`config.mk`:
```
export PLATFORM = sky130hd
export DESIGN_NAME = shift_add_mult
export DESIGN_NICKNAME = d
export VERILOG_FILES = /design/src/rtl/shift_add_mult.sv
export SDC_FILE = /design/constraint.sdc
export NUM_CORES = 1
export LEC_CHECK = 0
export CAP_MARGIN = 20
export CORE_MARGIN = 2
export CORE_UTILIZATION = 47
export DETAILED_ROUTE_END_ITERATION = 8
export HOLD_SLACK_MARGIN = 0.1
export PLACE_DENSITY_LB_ADDON = 0.25
export SYNTH_ARGS = -nofsm -noshare
export SYNTH_HDL_FRONTEND = slang
export SYNTH_SLANG_ARGS = --single-unit
```
`constraint.sdc`:
```
create_clock -name clk -period 6.6 [get_ports clk]
set_clock_uncertainty 0.2 [all_clocks]
set_input_delay 1.32 -clock clk [delete_from_list [all_inputs] [get_ports clk]]
set_output_delay 1.32 -clock clk [all_outputs]
set_load 0.005 [all_outputs]
```
`src/rtl/shift_add_mult.sv`:
```
// Sequential 32x32 shift-and-add multiplier driving an external combinational shifter.
// Optional early exit on exhausted multiplier bits: define SHIFT_MULT_EARLY_EXIT_EN.
module shift_add_mult (
  input  logic        clk,
  input  logic        rst,
  input  logic        start,
  input  logic [31:0] a,
  input  logic [31:0] b,
  output logic        busy,
  output logic        done,
  output logic [31:0] product,
  output logic        overflow,
  output logic [31:0] sh_in,
  output logic [4:0]  sh_amt,
  output logic        sh_sel,
  input  logic [31:0] sh_out
);

  typedef enum logic [1:0] {IDLE, BUSY, DONE} state_t;

  state_t      state;
  logic [31:0] a_reg;
  logic [31:0] b_reg;
  logic [31:0] acc;
  logic [4:0]  i;
  logic        ovf;

  logic [32:0] sum;
  logic [31:0] acc_next;
  logic        ovf_next;
  logic        last;

  // The shifter sees the latched multiplicand and the current bit index.
  assign sh_in  = a_reg;
  assign sh_amt = i;
  assign sh_sel = 1'b0;

  // NOTE: every always_comb output gets a value before any condition, so no latch is inferred.
  always_comb begin
    sum      = {1'b0, acc} + {1'b0, (b_reg[i] ? sh_out : 32'd0)};
    acc_next = sum[31:0];
    // Bits of a_reg in the top i positions fall off the shifter for a taken bit.
    ovf_next = ovf | sum[32] | (b_reg[i] & (|(a_reg & ~(32'hFFFF_FFFF >> i))));
    last     = (i == 5'd31);
`ifdef SHIFT_MULT_EARLY_EXIT_EN
    last     = last | ((b_reg >> ({1'b0, i} + 6'd1)) == 32'd0);
`endif
  end

  // NOTE: state registers use non-blocking assignments so every branch sees pre-edge values.
  always_ff @(posedge clk) begin
    if (rst) begin
      state    <= IDLE;
      a_reg    <= '0;
      b_reg    <= '0;
      acc      <= '0;
      i        <= '0;
      ovf      <= 1'b0;
      busy     <= 1'b0;
      done     <= 1'b0;
      product  <= '0;
      overflow <= 1'b0;
    end else begin
      case (state)
        IDLE: begin
          if (start) begin
            a_reg <= a;
            b_reg <= b;
            acc   <= '0;
            i     <= '0;
            ovf   <= 1'b0;
            busy  <= 1'b1;
            state <= BUSY;
          end
        end
        BUSY: begin
          acc <= acc_next;
          ovf <= ovf_next;
          if (last) begin
            product  <= acc_next;
            overflow <= ovf_next;
            done     <= 1'b1;
            state    <= DONE;
          end else begin
            i <= i + 5'd1;
          end
        end
        DONE: begin
          done  <= 1'b0;
          busy  <= 1'b0;
          state <= IDLE;
        end
        default: begin
          done  <= 1'b0;
          busy  <= 1'b0;
          state <= IDLE;
        end
      endcase
    end
  end

endmodule
```
==> results of run 1 <==
-- Yosys cell counts, types with 2 or more instances --
library cell and n:
or4_1 3, o31ai_1 3, o21ai_1 2, clkbuf_1 53, a31oi_1 6, a21oi_1 121
ha_1 37, o21bai_1 3, o21a_1 4, o22ai_1 7, nand3_1 14, xor2_1 9
o21ai_0 33, nand2_1 204, and3_1 5, a31o_2 3, nor4_1 5, dfxtp_1 139
a21o_1 8, and4_1 2, o32ai_1 2, nor3_1 7, o31a_1 2, a22oi_1 20
o211a_1 3, nand2b_1 10, nand4_1 16, inv_1 21, buf_1 7, a21boi_0 2
and2_1 4, xnor2_1 19, a211oi_1 9, mux4_2 9, nor2b_1 37, a22o_1 7
a211o_1 2, a311o_1 2, or3_1 3, buf_2 2, nor2_1 48, a41o_1 2
a21oi_2 2
-- worst paths after layout --
check	depth (start not counted)	startpoint	end	slack [ns]
worst min register to register	2	product[21]$_SDFFE_PP0P_	product[21]$_SDFFE_PP0P_	0.26
worst max-delay path	15	sh_amt[0]$_SDFFE_PP0P_	product[24]$_SDFFE_PP0P_	1.28
worst max register to register	15	sh_amt[0]$_SDFFE_PP0P_	product[24]$_SDFFE_PP0P_	1.28
worst min-delay path	2	product[21]$_SDFFE_PP0P_	product[21]$_SDFFE_PP0P_	0.26
-- where the power goes --
part	total [mW]	internal, mW	switching [mW]
registers	0.893	0.868	0.0251
logic	0.251	0.129	0.122
clock network	0.875	0.512	0.363
-- layout make-up --
class	instances	area share (%)
inverters	22	0.859
flip-flops and latches	139	29.0
well taps	188	2.45
repair buffers	178	18.4
clock inverters	12	1.05
multi-input cells	697	43.7
clock buffers	19	4.51
-- per-layer routing --
metal	part of all wire (%)	GRT usage (%)
met1	48	34.4
met4	1.3	6.78
met5	0	0
met3	6.1	5.78
met2	45	35.9
-- worst min-delay path, cell delays in order, from the launching register on --
cell,delay [ns]
dfxtp_1,0.31
nand2_1,0.05
a21oi_1,0.05
-- cell families after synthesis --
logic type / Yosys count / synth area share [%]
buf+inv: 86 / 4.52
flops: 139 / 38.1
xor+xnor: 28 / 3.35
other cells: 1 / 0.0513
mux: 10 / 2.91
fa+ha+maj: 38 / 6.61
compound gates: 261 / 22.6
simple gates: 359 / 22.0
-- metrics by stage --
step	instance area [sq um]	std cells	hold slack, ns
after floorplan	7310	922	0.232
after global placement	9050	1223	0.241
after detailed placement	9070	1224	0.250
after CTS	9610	1255	0.258
after global routing	9610	1255	0.270
final	9610	1255	0.255
==> impl_metrics.yaml, run 1 <==
critical_path:
  cp.required_ns: 6.71
  max_stage_delay_ns: 0.71
  cp.arrival_ns: 5.44
  crit_chain: "mux4_2 > mux4_2 > a21oi_2 > nor2b_1 > ha_1 > inv_1 > fa_1 > nor2b_4 > o31a_1 > o41a_1 > a21boi_4 > a21oi_2 > a31oi_2 > nor4_1 > a311o_1"
  crit_slowest_cell: "dfxtp_1"
  cp-end-kind: "flop"
  worst-path-buf-inv: 1
  critical-path-top-delay-family: "compound AO/OA/AOI/OAI gates"
  critPathKind: "flop to flop"
  crit_fanout: 16
  setup.worst_path.start_class: "flop"
final_layout:
  fin_util_pct: 63.2
  fillers: 1353
  diodes: 0
  syn2layout_area_growth_pct: 31.4
  multi_input_area_sq_um: 4200
  mostFrequentLayoutCells: "203 x nand2_1, 169 x clkdlybuf4s50_1, 139 x dfxtp_1"
  final_common_cell: "nand2_1"
  final_nets: 1192
  drive_gt1_share_pct: 5.72
  regArea_sq_um: 2780
logic_synthesis:
  synth_edf_count: 0
  synth.top_cell.area_share_pct: 38.1
  avgSynthCellArea_sq_um: 7.93
  netlist_area_sq_um: 7310
  synth_top_cell_by_area: "dfxtp_1"
  synth_ff_type: "dfxtp_1"
  ys_seq_elements: 139
  yosysSeqAreaShare_pct: 38.1
  synth_cell_types: 68
  ys_warn_count: 0
  async_flop_share_pct: 0
  synthesis.nets: 1059
  synthCells: 922
  netlist_top_cells_area: "dfxtp_1 38%, nand2_1 10%, a21oi_1 8.3%"
power_and_ir_drop:
  power.density_nw_per_um2: 210
  finalPower_mw: 2.02
  irDropWorstVdd_v: 0.000191
  p_leak_nw: 3.72
timing:
  finalHoldViolCount: 0
  slew_headroom_pct: 32.2
  rsz0062_at_grt: "false"
  layout_setup_ws_ns: 1.28
  maxSlewViolCount: 0
  setup_viol_count_final: 0
  fmax_mhz: 188
  fin_crit_sh_pct: 80.7
  min_period_ns: 5.32
  setup_tns_ns: 0
  worstMarginPinSlew_ns: 1.02
routing:
  antenna_left: 0
  drtIter0Drc: 526
  wire_per_inst_um: 15.8
  wirelength_um: 19800
  vias_per_cell: 5.58
  vias: 7009
  dr.pass1.iters: 5
  drc: 0
status:
  run_status: "finished, final reports clean"
clock_network:
  clk_pin_slew_ns: 0.06
  postCtsResizedCells: 0
  cts_hold_buf: 0
  cts_setup_buffers: 0
  cts_buffer_depth: 2
  htreeDepth: 4
  cts_buffers: 17
  cts_tree: "yes"
  clock_sinks: 139
  clk_latency_ns: 0.43
  ctsRootBufferMaster: "clkbuf_16"
place:
  port_buffers: 170
  dp_hpwl_um: 14000
  gp_routability_congestion: 0.872
  dp_slack_ns: 1.26
global_routing:
  grt_pass1_vias: 6397
  globalRouteOverflowTotal: 0
  antenna_found_initial: 0
  grt_usage_pct: 24.0
  grt_pass1_wl_um: 32000
  grt_max_degree: 95
min_path:
  hold_class: "flop to flop"
floorplanning:
  initial_core_util_pct: 48.1
  fp.dieW_um: 129
  num_io_pins: 172
  core_sq_um: 15200
  dieHeight_um: 129
  die_area_sq_um: 16600
  core.rowCount: 45
job:
  cap_viol_max_count: 0
Note: power is estimated with default switching activity, not from simulation.
==> inputs of run 2 (changes only) <==
==> constraint.sdc (replaced) <==
create_clock -name clk -period 4.94 [get_ports clk]
set_clock_uncertainty 0.2 [all_clocks]
set_input_delay 0.988 -clock clk [delete_from_list [all_inputs] [get_ports clk]]
set_output_delay 0.988 -clock clk [all_outputs]
set_load 0.005 [all_outputs]
==> run 2 against run 1 <==
  * Cell count grew 0.56%
  * Sequential share of layout area shrank 0.27 points
  * Total power grew 40%
  * Clock power grew 49%
  * Critical path type unchanged
  * Critical endpoint unchanged
==> impl_metrics.yaml, run 2 (same netlist as run 1, synthesis figures left out) <==
routing:
  wire_per_inst_um: 16.2
  vias: 7090
  vias_per_cell: 5.62
  wirelength_um: 20500
  dr.pass1.iters: 5
  drtIter0Drc: 545
  drc: 0
  antenna_left: 0
final_layout:
  syn2layout_area_growth_pct: 32.8
  final_nets: 1198
  final_common_cell: "nand2_1"
  drive_gt1_share_pct: 6.52
  diodes: 0
  final_cells: 1262
  fin_util_pct: 63.9
  mostFrequentLayoutCells: "203 x nand2_1, 169 x clkdlybuf4s50_1, 136 x dfxtp_1"
global_routing:
  grt_busiest_layer: "met2"
  grt_max_degree: 68
  grt_use_met2_pct: 38.0
  grt_usage_pct: 24.4
  groute.layer.met3.usage_pct: 4.32
  grt_pass1_wl_um: 32300
  antenna_found_initial: 0
  grt_pass1_vias: 6468
  use_met1_pct: 34.3
  globalRouteOverflowTotal: 0
place:
  dp_hpwl_um: 14200
  port_buffers: 170
  dpl.cell_count: 1230
  gp_routability_congestion: 0.889
min_path:
  hold_class: "flop to flop"
  holdPathEnd: "product[15]$_SDFFE_PP0P_"
  hp-start: "product[15]$_SDFFE_PP0P_"
  hold_depth: 2
status:
  run_status: "finished, final reports clean"
clock_network:
  cts_hold_buf: 0
  cts_tree: "yes"
  cts_buffers: 17
  ctsRootBufferMaster: "clkbuf_16"
  clock_sinks: 139
  clk_pin_slew_ns: 0.06
  cts_buffer_depth: 2
  htreeDepth: 4
  clk_latency_ns: 0.42
critical_path:
  cp-startpoint: "sh_amt[0]$_SDFFE_PP0P_"
  reg2reg_from: "sh_amt[0]$_SDFFE_PP0P_"
  cp.required_ns: 5.05
  crit_fanout: 13
  reg2reg_setup_slack_ns: 0.27
  max_stage_delay_ns: 0.52
  ff2ff_path_depth: 16
  critPathKind: "flop to flop"
  crit_chain: "mux4_2 > mux4_2 > a21oi_2 > buf_4 > nor2b_1 > ha_1 > inv_1 > fa_1 > nor2b_4 > o31a_1 > o41a_1 > a21boi_4 > a21oi_2 > a31oi_2 > nor4_1 > a311o_1"
  cp-end-kind: "flop"
  crit_slowest_cell: "mux4_2"
  r2r-end: "product[24]$_SDFFE_PP0P_"
  setup.worst_path.start_class: "flop"
  cp.arrival_ns: 4.78
timing:
  hold_ws_ns: 0.254
  slew_headroom_pct: 44.0
  maxSlewViolCount: 0
  worstMarginPinSlew_ns: 0.840
  min_period_ns: 4.67
  setup_tns_ns: 0
  fin_crit_sh_pct: 94.6
  fmax_mhz: 214
  setup_viol_count_final: 0
  rsz0062_at_grt: "false"
  finalHoldViolCount: 0
power_and_ir_drop:
  p_leak_nw: 3.78
  irDropWorstVdd_v: 0.000286
  power.density_nw_per_um2: 291
  finalPower_mw: 2.83
floorplanning:
  fp.dieW_um: 129
  core_sq_um: 15200
  num_io_pins: 172
  die_area_sq_um: 16600
  dieHeight_um: 129
  core.rowCount: 45
  initial_core_util_pct: 48.1
job:
  cap_viol_max_count: 0
## run 2: cell types whose count changed in the layout (fill, tap and decap cells not counted), sizes merged
cell      delta
inv          -1
buf          +6
clkinv       -5
bufinv       +1
clkinvlp     -1
clkbuf       +7
## run 2: power breakdown
part           switching (mW)  internal, mW  total (mW)  leakage (nW)
clock                   0.475         0.822        1.30         0.296
sequential             0.0310          1.16        1.19          1.13
combinational           0.170         0.173       0.343          2.35
total                   0.676          2.15        2.83          3.78
## run 2: critical path: cells and delay by family, from the launching register on
family	cells	cell delay, ns
flops	1	0.41
mux	2	1.00
simple gates	3	0.20
fa+ha+maj	2	0.47
buf+inv	2	0.31
compound gates	7	1.96
## run 2: per-stage QoR
stage                     instance area [sq um]  worst slack (ns)
final                                      9710             0.269
after global routing                       9710            0.0514
after CTS                                  9710             0.168
after detailed placement                   9110             0.190
after global placement                     9110             0.324
after floorplan                            7310             0.179
## run 2: cell type report
class	count	area (sq um)
clock buffer	26	519
timing repair buffer	184	1800
clock inverter	6	82.6
tap	188	235
inverter	22	82.6
sequential	139	2790
multi-input combinational	697	4200
fill	1338	5490
## run 2: repair_timing
| item | 4_1_cts | 5_1_grt |
|---|---|---|
| resized for setup | 0 | 3 |
| setup buffers | 0 | 0 |
| endpoints found under the setup margin | 0 | 10 |
## run 2: metal layers
metal  vias to the layer above  share of wire [%]  wire length, um
met1                      3322                 47             9720
met4                         0                2.1              422
met3                        34                5.3             1080
li1                       3507                  -                -
met2                       227                 45             9260
met5                         -                  0                0
## run 2: worst max path at each step
stage                                          end  cells past startpoint
after floorplan               acc[20]$_SDFFE_PP0P_                     17
after global placement    product[24]$_SDFFE_PP0P_                     16
after detailed placement  product[24]$_SDFFE_PP0P_                     16
after CTS                 product[24]$_SDFFE_PP0P_                     16
after global routing      product[24]$_SDFFE_PP0P_                     18
final                     product[24]$_SDFFE_PP0P_                     16
==> inputs of run 3 (changes only) <==
--- a/config.mk
+++ b/config.mk
@@ -5,7 +5,6 @@
 export SDC_FILE = /design/constraint.sdc
 export NUM_CORES = 1
 export LEC_CHECK = 0
-export CAP_MARGIN = 20
 export CORE_MARGIN = 2
 export CORE_UTILIZATION = 47
 export DETAILED_ROUTE_END_ITERATION = 8
==> results of run 3 <==
Final layout, timing and power as in run 2 (identical DEF).
